==> src/rtl/mem_bus_arbiter.sv <==
// Shares one downstream memory port between the fetch (ibus) and data (dbus) requesters.
// Define MEM_ARB_RR_EN for round-robin arbitration; otherwise dbus has fixed priority.
module mem_bus_arbiter #(
    parameter int ADDR_W = 64,
    parameter int DATA_W = 64,
    parameter int STRB_W = DATA_W / 8
) (
    input  logic              clk,
    input  logic              reset,

    input  logic              ireq_valid,
    input  logic [ADDR_W-1:0] ireq_addr,
    output logic              ireq_data_ok,
    output logic [DATA_W-1:0] ireq_rdata,

    input  logic              dreq_valid,
    input  logic [ADDR_W-1:0] dreq_addr,
    input  logic [2:0]        dreq_size,
    input  logic [STRB_W-1:0] dreq_strobe,
    input  logic [DATA_W-1:0] dreq_wdata,
    output logic              dreq_data_ok,
    output logic [DATA_W-1:0] dreq_rdata,

    output logic              oreq_valid,
    output logic              oreq_write,
    output logic [ADDR_W-1:0] oreq_addr,
    output logic [2:0]        oreq_size,
    output logic [STRB_W-1:0] oreq_strobe,
    output logic [DATA_W-1:0] oreq_wdata,
    input  logic              oresp_ok,
    input  logic [DATA_W-1:0] oresp_rdata
);

    typedef enum logic [1:0] {IDLE, BUSY, RESP} state_t;
    typedef enum logic [1:0] {OWN_NONE, OWN_IBUS, OWN_DBUS} owner_t;

    localparam logic [2:0] MSIZE4 = 3'd2;

    state_t state;
    owner_t owner;
    logic   grant_dbus;

`ifdef MEM_ARB_RR_EN
    // Set when dbus won the previous grant; on contention the other side goes next.
    logic last_grant_dbus;
    assign grant_dbus = dreq_valid && (!ireq_valid || !last_grant_dbus);
`else
    assign grant_dbus = dreq_valid;
`endif

    // NOTE: every register here, including the wide latched request and rdata
    // registers, is cleared by the synchronous reset so all outputs read 0 after it.
    always_ff @(posedge clk) begin
        if (reset) begin
            state        <= IDLE;
            owner        <= OWN_NONE;
            oreq_valid   <= 1'b0;
            oreq_write   <= 1'b0;
            oreq_addr    <= '0;
            oreq_size    <= '0;
            oreq_strobe  <= '0;
            oreq_wdata   <= '0;
            ireq_data_ok <= 1'b0;
            ireq_rdata   <= '0;
            dreq_data_ok <= 1'b0;
            dreq_rdata   <= '0;
`ifdef MEM_ARB_RR_EN
            last_grant_dbus <= 1'b0;
`endif
        end else begin
            ireq_data_ok <= 1'b0;
            dreq_data_ok <= 1'b0;
            case (state)
                IDLE: begin
                    if (ireq_valid || dreq_valid) begin
                        state      <= BUSY;
                        oreq_valid <= 1'b1;
                        if (grant_dbus) begin
                            owner       <= OWN_DBUS;
                            oreq_write  <= |dreq_strobe;
                            oreq_addr   <= dreq_addr;
                            oreq_size   <= dreq_size;
                            oreq_strobe <= dreq_strobe;
                            oreq_wdata  <= dreq_wdata;
                        end else begin
                            owner       <= OWN_IBUS;
                            oreq_write  <= 1'b0;
                            oreq_addr   <= ireq_addr;
                            oreq_size   <= MSIZE4;
                            oreq_strobe <= '0;
                            oreq_wdata  <= '0;
                        end
`ifdef MEM_ARB_RR_EN
                        last_grant_dbus <= grant_dbus;
`endif
                    end
                end
                BUSY: begin
                    // Requester inputs are deliberately not looked at here: a granted
                    // transaction cannot be altered or aborted.
                    if (oresp_ok) begin
                        state      <= RESP;
                        oreq_valid <= 1'b0;
                        if (owner == OWN_DBUS) begin
                            dreq_rdata   <= oresp_rdata;
                            dreq_data_ok <= 1'b1;
                        end else begin
                            ireq_rdata   <= oresp_rdata;
                            ireq_data_ok <= 1'b1;
                        end
                    end
                end
                RESP: begin
                    state <= IDLE;
                    owner <= OWN_NONE;
                end
                default: begin
                    state      <= IDLE;
                    owner      <= OWN_NONE;
                    oreq_valid <= 1'b0;
                end
            endcase
        end
    end

endmodule

==> config.mk <==
export PLATFORM = sky130hd
export DESIGN_NAME = mem_bus_arbiter
export DESIGN_NICKNAME = d
export VERILOG_FILES = /design/src/rtl/mem_bus_arbiter.sv
export SDC_FILE = /design/constraint.sdc
export NUM_CORES = 1
export LEC_CHECK = 0
export CORE_AREA = 8 8 206 208
export CTS_BUF_LIST = sky130_fd_sc_hd__clkbuf_8
export DETAILED_ROUTE_END_ITERATION = 10
export DIE_AREA = 0 0 214 216
export PLACE_DENSITY = 0.58
export SETUP_SLACK_MARGIN = 0.02
export SLEW_MARGIN = 5
export SYNTH_ARGS = -nofsm -noshare
export SYNTH_HDL_FRONTEND = slang
export SYNTH_SLANG_ARGS = --single-unit
==> constraint.sdc <==
create_clock -name clk -period 2 [get_ports clk]
set_input_delay 0.5 -clock clk [delete_from_list [all_inputs] [get_ports clk]]
set_output_delay 0.5 -clock clk [all_outputs]
set_load 0.01 [all_outputs]
== After elaboration in Yosys (flattened, before gate mapping) ==
Index checks and enable logic that the tools add are counted.

* Register bits after elaboration: 275
* Bits in latches: 0
* Memory bits (writable): 0
* ROM bits: 0
* Input port bits: 272
* Output and inout bits: 271
* Logic and storage cells: 47
* Memories: 0

* Add/sub/neg operators: 0
* $mul: 0
* Divide/modulo/power cells: 0
* $lt $le $gt $ge: 0
* Equal/unequal tests: 5
* Shift-type cells: 0
* Muxes and demuxes: 16
* Bitwise operators: 4
* Reduce and logical (&&, ||, !) cells: 10

{| class="wikitable"
|+ Operator list
! cell !! number
|-
| 64-bit two-way mux || 2
|-
| 3-bit AND reduction || 3
|-
| 2-bit two-way mux || 4
|-
| 8-bit two-way mux || 1
|-
| 2-bit case mux with 2 select lines || 2
|-
| 8-bit OR reduction || 1
|-
| 2-bit AND reduction || 3
|-
| 1-bit two-way mux || 5
|-
| 2-bit equality test (second input constant) || 2
|-
| 2-bit inequality test (second input constant) || 2
|-
| 1-bit inverter || 4
|-
| 3-bit two-way mux || 1
|-
| 1-bit case mux with 3 select lines || 1
|-
| 3-bit OR reduction || 1
|-
| 2-bit by 1-bit equality test with 1-bit output (second input constant) || 1
|-
| 2-bit zero test || 1
|-
| 1-bit logical OR || 1
|}

== Longest topological paths before layout ==
Gate-level depths: netlist (run 1).

* Depth after elaboration: 3
* Mapped depth: 6
* Depth with buffers taken out: 3

== Least setup slack after synthesis (run 1) ==
No wires, ideal clock.

* Kind: input-to-reg
* From: input port dreq_valid
* To: register oreq_addr[15]
* Arrival: 1448 ps
* Data required time: 1866 ps
* Path slack: 418 ps
* Stages: 6
* Buffers on the path: 3
* Cell sequence: buf_4 or2_2 buf_2 buf_2 a21oi_1 a211oi_1

* Longest elaborated chain between the ends: 2
* Elaborated cells on any way between the ends: 3
* Those cells by class: mux: 1; reduce/logical: 2

{| class="wikitable"
|+ Ends and longest elaborated chain
! element !! line !! text
|-
| start: declaration || 16 || <nowiki>input logic dreq_valid,</nowiki>
|-
| 1-bit logical OR || 75 || <nowiki>if (ireq_valid || dreq_valid) begin</nowiki>
|-
| 2-bit AND reduction (no line) || - ||
|-
| end signal: assignment || 81 || <nowiki>oreq_addr <= dreq_addr;</nowiki>
|-
| end signal: assignment || 88 || <nowiki>oreq_addr <= ireq_addr;</nowiki>
|-
| end: declaration || 26 || <nowiki>output logic [ADDR_W-1:0] oreq_addr,</nowiki>
|}

Parallel ways exist; a longest one is shown, timed or not.
A chain may end at the register's enable or synchronous reset.

== Final worst setup path (run 1) ==
* From: register oreq_wdata[6]
* To: output port oreq_wdata[6]

{| class="wikitable"
|+ RTL lines
! element !! line !! text
|-
| start: declaration || 29 || <nowiki>output logic [DATA_W-1:0] oreq_wdata,</nowiki>
|-
| start signal: assignment || 84 || <nowiki>oreq_wdata <= dreq_wdata;</nowiki>
|}

No word-level cell between the ends.

==> results.py, run 1 <==
metrics = {
    "run_status": {
        "status": "finished clean",
    },
    "routing": {
        "viasPerCell": 4.891,
        "postRouteAntennaNets": 0,
        "via_count": 11280,
        "drc_errors": 0,
        "drt_iter0_drc": 517,
        "wl_mm": 45.99,
        "wl_per_cell_um": 19.93,
        "dr.pass1.iters": 5,
    },
    "critical_path": {
        "cp_max_fo": 2,
        "crit_chain": "dlygate4sd2_1",
        "crit_buf_inv": 1,
        "ff2ff_setup_slack_ns": 0.32,
        "startpoint_type": "flop",
        "required_ns": 1.50,
        "critPathCaptureType": "output port",
        "slowest_delay_ns": 0.37,
        "critPathKind": "flop to output port",
        "crit_slowest_cell": "dlygate4sd2_1",
        "arrival_ns": 1.31,
        "critical_path.top_delay_family": "buffers and inverters",
    },
    "placement": {
        "port_buffers": 542,
        "gp_congestion": 0.8047,
        "post-place-ws_ns": -0.05226,
        "dp_hpwl_mm": 33.31,
    },
    "cells_and_area": {
        "diodes": 0,
        "area_growth_pct": 63.51,
        "drive_gt1_frac": 0.07351,
        "mostFrequentLayoutCells": "275 x dfxtp_1, 271 x a21oi_1, 271 x dlygate4sd2_1",
        "final_common_cell": "dfxtp_1",
        "nNetsFinal": 2017,
        "finalCoreUtilization": 0.4467,
    },
    "min_path": {
        "hp-class": "primary input to flop",
    },
    "yosys": {
        "seq_area_frac_synth": 0.5143,
        "async_reset_ff_frac": 0,
        "syn_nets": 1517,
        "syn_area_per_cell_um2": 8.599,
        "synth_warnings": 0,
        "ys_seq_elements": 275,
        "netlist_instances": 1245,
        "synth_edf_count": 0,
        "synth_top_flop_cell": "dfxtp_1",
        "syn_area_mm2": 0.01071,
        "ys_types": 26,
    },
    "global_routing": {
        "antenna_found_initial": 0,
        "grt_pass1_vias": 11550,
        "grt_first_pass_wirelength_mm": 69.61,
        "grt_overflow": 0,
        "grt_max_degree": 130,
        "track_usage": 0.1878,
    },
    "timing": {
        "rsz0062_at_grt": "no",
        "fmaxAchievable_mhz": 551.6,
        "slew_headroom": 0.5868,
        "setup_viol": 0,
        "setup_slack_ns": 0.1872,
        "period_share": 0.9064,
        "timing.setup.tns_ns": 0,
        "hold_violations": 0,
        "final.setup_skew_ns": 0.01970,
        "hold_ws_ns": 0.3762,
        "min_period_ns": 1.813,
        "final_max_slew_viol_count": 0,
        "worstMarginPinSlew_ns": 0.6197,
    },
    "pwr": {
        "peakVddDrop_mv": 0.4452,
        "leakage_nw": 7.448,
        "power.density_mw_per_mm2": 801.8,
    },
    "clocking": {
        "cts_buffers": 49,
        "cts_tree": "done",
        "clock_sinks": 275,
        "htree_levels": 2,
        "clk_path_buf_depth": 3,
        "cts-root-buf": "clkbuf_8",
        "ctsHoldBuffers": 0,
        "insertion_delay_ns": 0.61,
        "ctsResizeCount": 271,
        "cts_setup_buffers": 0,
        "clkTransAtPathRegs_ns": 0.06,
    },
    "floorplanning": {
        "start_util": 0.2732,
        "die_area_mm2": 0.04622,
        "ios": 543,
        "core_mm2": 0.03918,
        "die_w_um": 214,
        "row_count": 73,
        "die_h_um": 216,
    },
    "flow_run": {
        "drv_cap": 0,
    },
}
-- synthesized netlist by cell type (all sizes together) (3+ instances only) --
master    n  area share
nand2    76       0.027
mux2i    64       0.060
a21oi   271        0.13
dfxtp   275        0.51
nand3   128       0.060
nor2      4      0.0028
nor2b     3      0.0018
a211oi   64       0.045
nor3      4      0.0019
buf      63       0.030
clkbuf   76       0.027
o21ai   205       0.096
-- per-stage QoR --
step / instances / cell area, µm² / power, mW
after global routing: 2307 / 17500 / 14.74
after CTS: 2307 / 17500 / 14.28
after global placement: 2219 / 16800 / 8.921
after floorplan: 1245 / 10710 / 7.224
final: 2307 / 17500 / 14.04
after detailed placement: 2219 / 16800 / 8.941
-- registers in the layout, summed over array words and instances, names as in the netlist --
name / cells
dreq_rdata: 64
dreq_data_ok: 1
ireq_data_ok: 1
oreq_size: 3
owner: 2
oreq_valid: 1
oreq_strobe: 8
ireq_rdata: 64
state: 2
oreq_addr: 64
oreq_write: 1
oreq_wdata: 64
-- worst paths after layout --
path,from,endpoint,depth (start not counted)
max,oreq_wdata[6]$_SDFFE_PP0P_,oreq_wdata[6],1
min,dreq_valid,owner[0]$_SDFFE_PP0P_,3
max reg2reg,state[1]$_SDFFE_PP0P_,ireq_rdata[4]$_SDFFE_PP0P_,5
min reg2reg,oreq_valid$_SDFFE_PP0P_,oreq_valid$_SDFFE_PP0P_,2
-- kinds of logic after synthesis --
| kind of cell | after synthesis | synth area share |
|---|---|---|
| compound gates | 541 | 0.2682 |
| flops | 275 | 0.5143 |
| simple gates | 225 | 0.1002 |
| buf+inv | 140 | 0.05750 |
| mux | 64 | 0.05984 |
-- where the power goes --
| group | internal [mW] | switching, mW | leakage (nW) |
|---|---|---|---|
| logic | 1.24 | 1.36 | 4.61 |
| clock network | 3.09 | 2.37 | 0.588 |
| registers | 5.81 | 0.161 | 2.25 |
| total | 10.1 | 3.89 | 7.45 |
-- final cells by class --
| type | count | area (µm²) |
|---|---|---|
| inverters | 1 | 3.754 |
| repair buffers | 588 | 5683 |
| clock inverters | 21 | 116.4 |
| clock buffers | 67 | 922.1 |
| multi-input cells | 830 | 4617 |
| well taps | 525 | 656.9 |
| flip-flops and latches | 275 | 5505 |
| fillers | 4013 | 21680 |
-- layer usage --
layer,vias to the layer above,GRT usage,wire (µm)
met5,-,0,0
met1,5270,0.2208,18930
met2,471,0.3116,21850
li1,5469,-,-
met4,0,0.06512,1341
met3,73,0.06965,3866
(Power assumes the default switching activity.)
==> run 2: changes to the inputs <==
PLACE_DENSITY = 0.64   (was 0.58)
==> results.py, run 2 (synthesis results as in run 1) <==
metrics = {
    "pwr": {
        "peakVddDrop_mv": 0.4339,
        "power_mw": 13.58,
        "leakage_nw": 7.406,
        "power.density_mw_per_mm2": 779.6,
    },
    "routing": {
        "wl_mm": 45.18,
        "drc_errors": 0,
        "dr.pass1.iters": 5,
        "viasPerCell": 4.938,
        "postRouteAntennaNets": 0,
        "via_count": 11370,
        "drt_iter0_drc": 736,
        "wl_per_cell_um": 19.63,
    },
    "floorplanning": {
        "start_util": 0.2732,
        "core_mm2": 0.03918,
        "die_h_um": 216,
        "ios": 543,
        "row_count": 73,
        "die_w_um": 214,
        "die_area_mm2": 0.04622,
    },
    "clocking": {
        "clk_path_buf_depth": 3,
        "cts_buffers": 48,
        "ctsResizeCount": 271,
        "cts_tree": "done",
        "cts_setup_buffers": 0,
        "ctsHoldBuffers": 0,
        "cts-root-buf": "clkbuf_8",
        "insertion_delay_ns": 0.61,
        "clock_sinks": 275,
        "htree_levels": 2,
        "clkTransAtPathRegs_ns": 0.06,
    },
    "cells_and_area": {
        "nNetsFinal": 2013,
        "multi_input_area_mm2": 0.004617,
        "design_area_mm2": 0.01742,
        "drive_gt1_frac": 0.06817,
        "final_common_cell": "dfxtp_1",
        "area_growth_pct": 62.70,
        "final_cells": 2302,
        "seq_area_mm2": 0.005505,
        "nFillCells": 3911,
        "mostFrequentLayoutCells": "275 x dfxtp_1, 271 x a21oi_1, 271 x dlygate4sd2_1",
    },
    "timing": {
        "hold_ws_ns": 0.3926,
        "worstMarginPinSlew_ns": 0.6111,
        "final.setup_skew_ns": 0.02261,
        "fmaxAchievable_mhz": 547.9,
        "rsz0062_at_grt": "no",
        "setup_viol": 0,
        "final_max_slew_viol_count": 0,
        "slew_headroom": 0.5926,
        "min_period_ns": 1.825,
        "period_share": 0.9126,
        "timing.setup.tns_ns": 0,
        "hold_violations": 0,
    },
    "global_routing": {
        "grt_pass1_vias": 11590,
        "antenna_found_initial": 3,
        "grt_overflow": 0,
        "grt_max_degree": 92,
        "track_usage": 0.1840,
        "grt_first_pass_wirelength_mm": 68.36,
    },
    "critical_path": {
        "crit_slowest_cell": "dlygate4sd2_1",
        "required_ns": 1.50,
        "crit_chain": "dlygate4sd2_1",
        "critPathCaptureType": "output port",
        "crit_buf_inv": 1,
        "slowest_delay_ns": 0.39,
        "critPathKind": "flop to output port",
        "arrival_ns": 1.33,
        "cp_max_fo": 2,
        "critical_path.top_delay_family": "buffers and inverters",
        "startpoint_type": "flop",
    },
    "placement": {
        "post-place-cells": 2216,
        "dp_hpwl_mm": 32.72,
        "gp_congestion": 0.8097,
        "port_buffers": 542,
        "place_area_mm2": 0.01682,
    },
    "flow_run": {
        "drv_cap": 0,
    },
    "run_status": {
        "status": "finished clean",
    },
    "min_path": {
        "hp-class": "primary input to flop",
    },
}
-- run 2: cell types whose count changed in the layout (fill, tap and decap cells not counted) --
cell / change
buf_4: -6
buf_12: +3
diode_2: +2
clkbuf_8: -7
bufinv_16: -1
inv_6: +1
inv_1: +3
-- run 2: area by class of cell --
class,instances,area share
multi-input combinational,830,0.2651
inverter,1,0.0002155
clock buffer,60,0.04741
sequential,275,0.3161
antenna,2,0.0002873
clock inverter,24,0.006106
timing repair buffer,585,0.3271
tap,525,0.03771
-- run 2: path summary, 6_finish.rpt --
path | startpoint | end | slack (ns) | cells past startpoint
max | oreq_wdata[4]$_SDFFE_PP0P_ | oreq_wdata[4] | 0.17 | 1
min | dreq_valid | owner[0]$_SDFFE_PP0P_ | 0.39 | 3
max reg2reg | owner[0]$_SDFFE_PP0P_ | dreq_rdata[29]$_SDFFE_PP0P_ | 0.53 | 4
min reg2reg | oreq_valid$_SDFFE_PP0P_ | oreq_valid$_SDFFE_PP0P_ | 0.47 | 2
-- run 2: per-layer routing --
metal / up-vias / wire length, µm / global-route usage
li1: 5479 / - / -
met1: 5348 / 18050 / 0.2066
met2: 456 / 21920 / 0.3153
met3: 83 / 3744 / 0.06783
met4: 2 / 1452 / 0.06903
met5: - / 13 / 0
-- run 2: metrics by stage --
step	setup WS, ns	util
after floorplan	0.4175	-
after global placement	0.05452	0.4293
after detailed placement	0.006700	0.4293
after CTS	0.05696	0.4444
after global routing	0.07585	0.4445
final	0.1748	0.4445
-- run 2: where the power goes --
group | switching, mW | total [mW] | internal, mW
sequential | 0.161 | 5.98 | 5.81
combinational | 1.36 | 2.61 | 1.25
clock | 2.31 | 4.99 | 2.69
total | 3.83 | 13.6 | 9.75
